$ cat config.mk
export PLATFORM = sky130hd
export DESIGN_NAME = subneg_core
export DESIGN_NICKNAME = d
export VERILOG_FILES = /design/src/rtl/subneg_core.sv
export SDC_FILE = /design/constraint.sdc
export NUM_CORES = 1
export LEC_CHECK = 0
export CELL_PAD_IN_SITES_DETAIL_PLACEMENT = 1
export CELL_PAD_IN_SITES_GLOBAL_PLACEMENT = 1
export CORE_MARGIN = 2
export CORE_UTILIZATION = 45
export CTS_CLUSTER_DIAMETER = 80
export DETAILED_ROUTE_END_ITERATION = 8
export PLACE_DENSITY = 0.85
export RECOVER_POWER = 25
export SLEW_MARGIN = 20
export SYNTH_ARGS = -nofsm -noshare
export SYNTH_HDL_FRONTEND = slang
export SYNTH_SLANG_ARGS = --single-unit
$ cat constraint.sdc
create_clock -name clk -period 6.3 [get_ports clk]
set_input_delay 0.945 -clock clk [delete_from_list [all_inputs] [get_ports clk]]
set_output_delay 0.945 -clock clk [all_outputs]
set_load 0.01 [all_outputs]
$ cat src/rtl/subneg_core.sv
// subneg_core: one-instruction (SUBNEG/SUBLEQ) CPU driving a multiplexed
// address/data bus through an external address latch into an SRAM.
// Each instruction reads addrA, addrB and addrC from PC..PC+2, then valA and
// valB. It writes valB-valA back to addrB, or to the output port when addrB
// is all-ones, and then branches.
//
// Handshake: run is a plain level with no ready. It is sampled only in IDLE,
// and one instruction starts per IDLE cycle in which run is high. The core
// returns to IDLE after every instruction, so holding run high executes
// instructions back to back. dbg_state mirrors the FSM state.
module subneg_core #(
  parameter int DW   = 8,
  parameter int WAIT = 0,
  parameter int MODE = 0
) (
  input  logic          clk,
  input  logic          reset,
  input  logic          run,
  input  logic [DW-1:0] bus_in,
  output logic [DW-1:0] bus_out,
  output logic [DW-1:0] bus_oe,
  output logic          latch_le,
  output logic          mem_oe_n,
  output logic          mem_we_n,
  input  logic [DW-1:0] in_data,
  output logic [DW-1:0] out_data,
  output logic          out_strobe,
  output logic          halted,
  output logic [DW-1:0] pc,
  output logic [2:0]    dbg_state
);

  typedef enum logic [2:0] {
    S_IDLE  = 3'd0,
    S_RD_A  = 3'd1,
    S_RD_B  = 3'd2,
    S_RD_C  = 3'd3,
    S_RD_VA = 3'd4,
    S_RD_VB = 3'd5,
    S_WR    = 3'd6,
    S_HALT  = 3'd7
  } state_t;

  // Read phases: 0 ADDR, 1 LATCH, 2 OE, 3..2+WAIT wait, 3+WAIT CAP.
  // Data is sampled on the edge that ends the last OE/wait cycle, while the
  // SRAM still drives the bus. CAP then parks the bus for the next address.
  localparam logic [3:0]    PH_CAP = 4'(3 + WAIT);
  localparam logic [3:0]    PH_SMP = 4'(2 + WAIT);
  localparam logic [DW-1:0] ONES   = '1;

  state_t        state;
  logic [3:0]    ph;
  logic [DW-1:0] addr_a, addr_b, addr_c, val_a, val_b;

  logic [DW-1:0] pc_p1, pc_p2, pc_p3, result;
  logic [DW-1:0] rd_addr, next_addr, cap_val;
  state_t        next_rd;
  logic          take, self_br;

  assign pc_p1     = pc + DW'(1);
  assign pc_p2     = pc + DW'(2);
  assign pc_p3     = pc + DW'(3);
  assign result    = val_b - val_a;
  assign take      = (MODE == 1) ? (val_a >= val_b) : (val_a > val_b);
  assign self_br   = take && (addr_c == pc);
  assign cap_val   = (rd_addr == ONES) ? in_data : bus_in;
  assign dbg_state = state;

  // Current read address, the following state, and that state's address.
  always_comb begin
    rd_addr   = addr_b;
    next_rd   = S_WR;
    next_addr = addr_b;
    case (state)
      S_RD_A:  begin rd_addr = pc;     next_rd = S_RD_B;  next_addr = pc_p1;  end
      S_RD_B:  begin rd_addr = pc_p1;  next_rd = S_RD_C;  next_addr = pc_p2;  end
      S_RD_C:  begin rd_addr = pc_p2;  next_rd = S_RD_VA; next_addr = addr_a; end
      S_RD_VA: begin rd_addr = addr_a; next_rd = S_RD_VB; next_addr = addr_b; end
      S_RD_VB: begin rd_addr = addr_b; next_rd = S_WR;    next_addr = addr_b; end
      default: begin rd_addr = addr_b; next_rd = S_WR;    next_addr = addr_b; end
    endcase
  end

  // Instruction FSM; every bus and port output is set on the edge that
  // enters the phase it belongs to.
  always_ff @(posedge clk) begin
    if (reset) begin
      state      <= S_IDLE;
      ph         <= '0;
      pc         <= '0;
      halted     <= 1'b0;
      out_data   <= '0;
      out_strobe <= 1'b0;
      bus_out    <= '0;
      bus_oe     <= '1;
      latch_le   <= 1'b1;
      mem_oe_n   <= 1'b1;
      mem_we_n   <= 1'b1;
      addr_a     <= '0;
      addr_b     <= '0;
      addr_c     <= '0;
      val_a      <= '0;
      val_b      <= '0;
    end else begin
      out_strobe <= 1'b0;
      case (state)
        S_IDLE: begin
          if (run) begin
            state    <= S_RD_A;
            ph       <= '0;
            latch_le <= 1'b1;
            bus_out  <= pc;
          end
        end
        S_RD_A, S_RD_B, S_RD_C, S_RD_VA, S_RD_VB: begin
          if (ph == 4'd0) begin
            ph       <= 4'd1;
            latch_le <= 1'b0;
          end else if (ph == 4'd1) begin
            ph <= 4'd2;
            // The input port is not behind the SRAM, so keep it disabled.
            if (rd_addr != ONES) begin
              mem_oe_n <= 1'b0;
              bus_oe   <= '0;
            end
          end else if (ph < PH_SMP) begin
            ph <= 4'(ph + 4'd1);
          end else if (ph == PH_SMP) begin
            ph       <= PH_CAP;
            mem_oe_n <= 1'b1;
            bus_oe   <= '1;
            case (state)
              S_RD_A:  addr_a <= cap_val;
              S_RD_B:  addr_b <= cap_val;
              S_RD_C:  addr_c <= cap_val;
              S_RD_VA: val_a  <= cap_val;
              default: val_b  <= cap_val;
            endcase
          end else begin
            state    <= next_rd;
            ph       <= '0;
            latch_le <= 1'b1;
            bus_out  <= next_addr;
          end
        end
        S_WR: begin
          if (ph == 4'd0) begin
            ph       <= 4'd1;
            latch_le <= 1'b0;
          end else if (ph == 4'd1) begin
            ph      <= 4'd2;
            bus_out <= result;
          end else if (ph == 4'd2) begin
            ph <= 4'd3;
            if (addr_b == ONES) begin
              out_data   <= result;
              out_strobe <= 1'b1;
            end else begin
              mem_we_n <= 1'b0;
            end
          end else begin
            ph       <= '0;
            mem_we_n <= 1'b1;
            latch_le <= 1'b1;
            pc       <= take ? addr_c : pc_p3;
            halted   <= self_br;
            state    <= self_br ? S_HALT : S_IDLE;
          end
        end
        S_HALT: begin
          state <= S_HALT;
        end
        default: begin
          state <= S_IDLE;
        end
      endcase
    end
  end

endmodule

Yosys cells after proc, flatten, opt, wreduce, memory -nomap -nowiden --
Index checks and enable logic that the tools add are counted.
Word-level totals: register bits 84, input bits 19, output and inout port bits 40, logic and storage cells 128
Operators by class: add/sub/neg operators 5, $lt $le $gt $ge 2, eq/ne operators 28, muxes and demuxes 50, bitwise logic cells 6, reduce and logical (&&, ||, !) cells 21
Operator list (number):
- $mux 8 | 13
- $pmux 8 s3 | 2
- $pmux 8 s4 | 1
- $reduce_and 6->1 | 5
- $mux 3 | 9
- $mux 4 | 6
- $pmux 3 s4 | 2
- $ne 2x2->1 const B | 11
- $add 8x2->8 const B | 2
- $eq 8x8->1 const B | 2
- $reduce_and 8->1 | 2
- $reduce_and 5->1 | 3
- $mux 1 | 14
- $eq 3x3->1 const B | 4
- $pmux 4 s3 | 1
- $reduce_or 5->1 | 2
- $ne 3x3->1 const B | 3
- $add 8x1->8 const B | 1
- $eq 8x8->1 | 1
- $gt 8x8->1 | 1
- $ne 8x8->1 const B | 1
- $reduce_and 4->1 | 2
- $sub 8x8->8 | 1
- $eq 3x2->1 const B | 2
- 16 further kinds | 21

Logic depth before layout (Yosys ltp) --
depth in word-level cells 7, depth in mapped cells 13, depth with buffers taken out 11

Worst setup path before layout --
Ideal clock, no wire load.
path type register -> register, start register val_b[0], end register pc[2], library setup time 128 ps, arrival 2494 ps, data required time 6172 ps, setup slack 3678 ps, stages on the path, launching flop included 12, buffers on the path 0, period minus slack after synthesis 2622 ps, cells stage by stage dfxtp_1 -> inv_1 -> ha_1 -> fa_1 -> nor2b_1 -> o21ai_0 -> a21boi_0 -> o21ai_0 -> a21oi_1 -> mux2_2 -> a22oi_1 -> nor2_1
Between the ends: cells in the longest elaborated chain, start to end 2
RTL lines:
- start: declaration | RTL line 53 | logic [DW-1:0] addr_a, addr_b, addr_c, val_a, val_b;
- start signal: assignment | RTL line 137 | default: val_b <= cap_val;
- $gt 8x8->1 | RTL line 64 | assign take = (MODE == 1) ? (val_a >= val_b) : (val_a > val_b);
- $mux 8 | RTL line 165 | pc <= take ? addr_c : pc_p3;
- end signal: assignment | RTL line 165
- end: declaration | RTL line 29 | output logic [DW-1:0] pc,
Every way passes these cells. A chain may end at the register's enable or synchronous reset.

Final worst setup path --
start register state[1] (netlist: dbg_state[1]), end register addr_c[6]
Between the ends: cells in the longest elaborated chain, start to end 4, elaborated cells on any way between the ends 10, those cells by class eq/ne (6); mux (2); reduce/logical (2)
RTL lines:
- start: declaration | RTL line 51 | state_t state;
- start signal: assignment | RTL line 140 | state <= next_rd;
- start signal: assignment | RTL line 167 | state <= self_br ? S_HALT : S_IDLE;
- $eq 3x3->1, or another cell as far along | RTL line 74, 106
- $pmux 8 s4 | RTL line 74 | case (state)
- $eq 8x8->1 | RTL line 66 | assign cap_val = (rd_addr == ONES) ? in_data : bus_in;
- $mux 8 | RTL line 66
- end signal: assignment | RTL line 135 | S_RD_C: addr_c <= cap_val;
- end: declaration | RTL line 53
Parallel ways exist; a longest one is shown, timed or not.

==> out/qor.txt <==
Count of routing violations after the opening detailed-route iteration: 362
Total congestion overflow: 0
Quantity of hold-fixing buffers added after cts: 0
Row cnt: 37
Maximum level of the CTS H-tree: 3
Number of enable flip-flop cells after synthesis: 0
Run status: finished with violations
First-pass GRT wire length: 26,570 um
Maximum count of clock buffers along a single path: 2
Mapped Cells: 601
Pin count of the biggest net entering global routing: 58
Skew final: 0.005732 ns
Area of the multi-input gates: 2974 um2
Critical path depth in cells: 8
Synthesis-to-finish area growth: 14.10%
Vertical die dimension: 107.7 um
Initial cell density of the core: 0.4663
Final setup violation count: 0
Total leakage power: 0.001914 uW
Peak supply drop: 0.1693 mV
Depth of the worst register-to-register path: 8
Critical Path Fanout Max: 57
Final total negative setup slack: 0 ns
Transition at the pin with the smallest max-transition slack: 1.817 ns
Share of the clock period used by the worst path after layout: 0.6585
Syn avg cell area: 8.046 um2
Routability cong.: 0.9162
Nets@finish: 662
All-Layer GR Usage: 0.2989
Total non-filler cell area in the finished layout: 5518 um2
Family with the most delay on the worst path: flip-flops
PostCTS Resize Cnt: 0
Antenna Cells: 0
Proportion of netlist area held by the largest area contributor: 0.3146
WL per Instance: 21.54 um
CP startpoint kind: register
Proportion of layout cells with a drive suffix above 1: 0.07778
Synthesis-stage register bit count: 76
Distinct cell type count of the synthesized netlist: 76
Endpoint type of the worst setup path: register
Cells traversed along the worst timing path: nor3b_2, o21ai_0, a21boi_1, o32a_2, nand4_2, or2_1, a21oi_2, a22o_1
Core Region: 10,370 um2
Input/output buffers: 58
Share of synthesized flip-flops with an asynchronous set or reset: 0
Filler Cell Count: 1,294
Synth cell count leaders: dfxtp_1 (76), nor2_1 (75), nand2_1 (43)
Hold Path Class: register to register
Total vias in the final route: 4,864
Clock latency reported for the late side of the worst-skew pair: 0.37 ns
Arrival @ worst endpoint: 4.46 ns
Leading post-synthesis cells by cell area: dfxtp_1 (31%), a22o_1 (6.0%), nor2_1 (5.8%), ha_1 (4.4%), a21oi_1 (3.6%)
Number of clock buffers inserted by TritonCTS: 9
Count of maximum capacitance violations: 1
Most instantiated library cell after synthesis: dfxtp_1
Worst hold slack across all endpoints: 0.4686 ns
Final Max Tran Viols: 58
Synthesized netlist net count: 638
Drt drc: 0
Req. time, crit path: 6.61 ns
Antenna Violating Nets Remaining: 0
Category of the most critical setup path: register to register
Worst slew margin relative to its limit: -0.2132
Crit path time final: 4.148 ns
Top_reg_cell synth: dfxtp_1
Overall die area: 11,590 um2
Share of synthesized area occupied by flip-flops and latches: 0.3146
Die Width: 107.7 um
I/O pin total: 59
Failing checks: capacitance limit, slew limit
Crit path largest cell delay: 1.55 ns
Highest attainable clock frequency: 241.1 MHz
Cell area reported after detailed placement: 5343 um2
Post-CTS setup buffer count: 0
Initial antenna violation count: 0
Area of the mapped netlist: 4836 um2
Total iterations of the first detailed-routing run: 5
Yosys synthesis warning count: 0
RSZ-0062 raised after global routing: no
Sink Count: 76
FF+latch area: 1521 um2
CP bufs+invs: 0
Routed via count divided by cell count: 6.350
TritonCTS clock tree: yes
Library cell occupying the most area in the post-synthesis netlist: dfxtp_1
Clock transition at the register clock pins on the worst setup and hold paths after CTS: 0.08 ns
HPWL after DPL: 11,890 um
Wirelength, routed: 16,500 um
Total power density per cell area: 245.1 nW/um2
Slowest library cell on the worst path: dfxtp_1
Worst Hold Path Cells: 2
Via count of the first global-routing pass: 4,979
Clock tree root driver cell: clkbuf_8
Final Hold Violating Endpoints: 0
[worst min-delay path: stages, from the launching register on]
cell	delay [ns]
dfxtp_1	0.31
nand2_1	0.05
a21oi_1	0.06
[final cells by class]
class,count,area share
multi-input cells,455,0.5390
flip-flops and latches,76,0.2757
repair buffers,62,0.1098
well taps,136,0.03084
clock buffers,10,0.02313
inverters,21,0.01429
clock inverters,6,0.007256
[logic make-up after synthesis]
group,after synthesis,synth area share
AOI/OAI and AO/OA,179,0.2652
xor gates and xnor gates,17,0.03079
adders and majority gates,18,0.04812
buffers and inverters,70,0.07348
DFF,76,0.3146
muxes,15,0.03234
and+or+nand+nor,226,0.2354
[power by group]
part,internal (uW),switching [uW],leakage (uW),total (uW)
clock,143,200,0.0000864,343
sequential,516,48.9,0.000614,565
combinational,170,274,0.00121,444
total,829,523,0.00191,1350
[stage by stage]
| stage | cells | utilization | total power, uW | setup WS, ns |
|---|---|---|---|---|
| 2_1_floorplan | 601 | - | 869.1 | 3.678 |
| 3_3_place_gp | 750 | 0.5152 | 1015 | 3.034 |
| 3_5_place_dp | 750 | 0.5152 | 1025 | 2.966 |
| 4_1_cts | 766 | 0.5314 | 1365 | 2.905 |
| 5_1_grt | 766 | 0.5321 | 1433 | 1.870 |
| 6_report | 766 | 0.5321 | 1352 | 2.152 |
[layer usage]
metal / vias up / wire, um / track usage
met5: - / 0 / 0
met4: 0 / 433 / 0.1090
met3: 41 / 1021 / 0.05448
met2: 216 / 8226 / 0.5103
met1: 2364 / 6817 / 0.3749
li1: 2243 / - / -
[path summary, 6_finish.rpt]
check / from / end / slack [ns]
worst min-delay path: halted / halted / 0.47
worst min register to register: halted / halted / 0.47
worst max register to register: dbg_state[1] / addr_c[6] / 2.15
worst max-delay path: dbg_state[1] / addr_c[6] / 2.15
[cells in the final DEF (no fill, tap or decap), types with 9 or more instances in the layout]
master | synthesis | layout
o21ai_0 | 31 | 31
a22o_1 | 33 | 33
nand3_1 | 10 | 10
nor2_1 | 75 | 75
inv_1 | 20 | 20
ha_1 | 17 | 17
nor3_1 | 25 | 25
a21oi_1 | 35 | 35
xnor2_1 | 15 | 15
nand2_1 | 43 | 43
and3_1 | 9 | 9
clkbuf_8 | 0 | 9
dfxtp_1 | 76 | 76
dlygate4sd3_1 | 0 | 25
clkdlybuf4s50_1 | 0 | 32
nor2b_1 | 9 | 9
mux2i_1 | 10 | 10
nor4_1 | 10 | 9
[registers in the layout (all words and copies together), names as in the netlist, 3 cells and up]
signal,cells
addr_a,8
addr_b,8
addr_c,8
bus_out,8
dbg_state,3
out_data,8
pc,8
ph,4
val_a,8
val_b,8
Note: power is estimated with default switching activity, not from simulation.
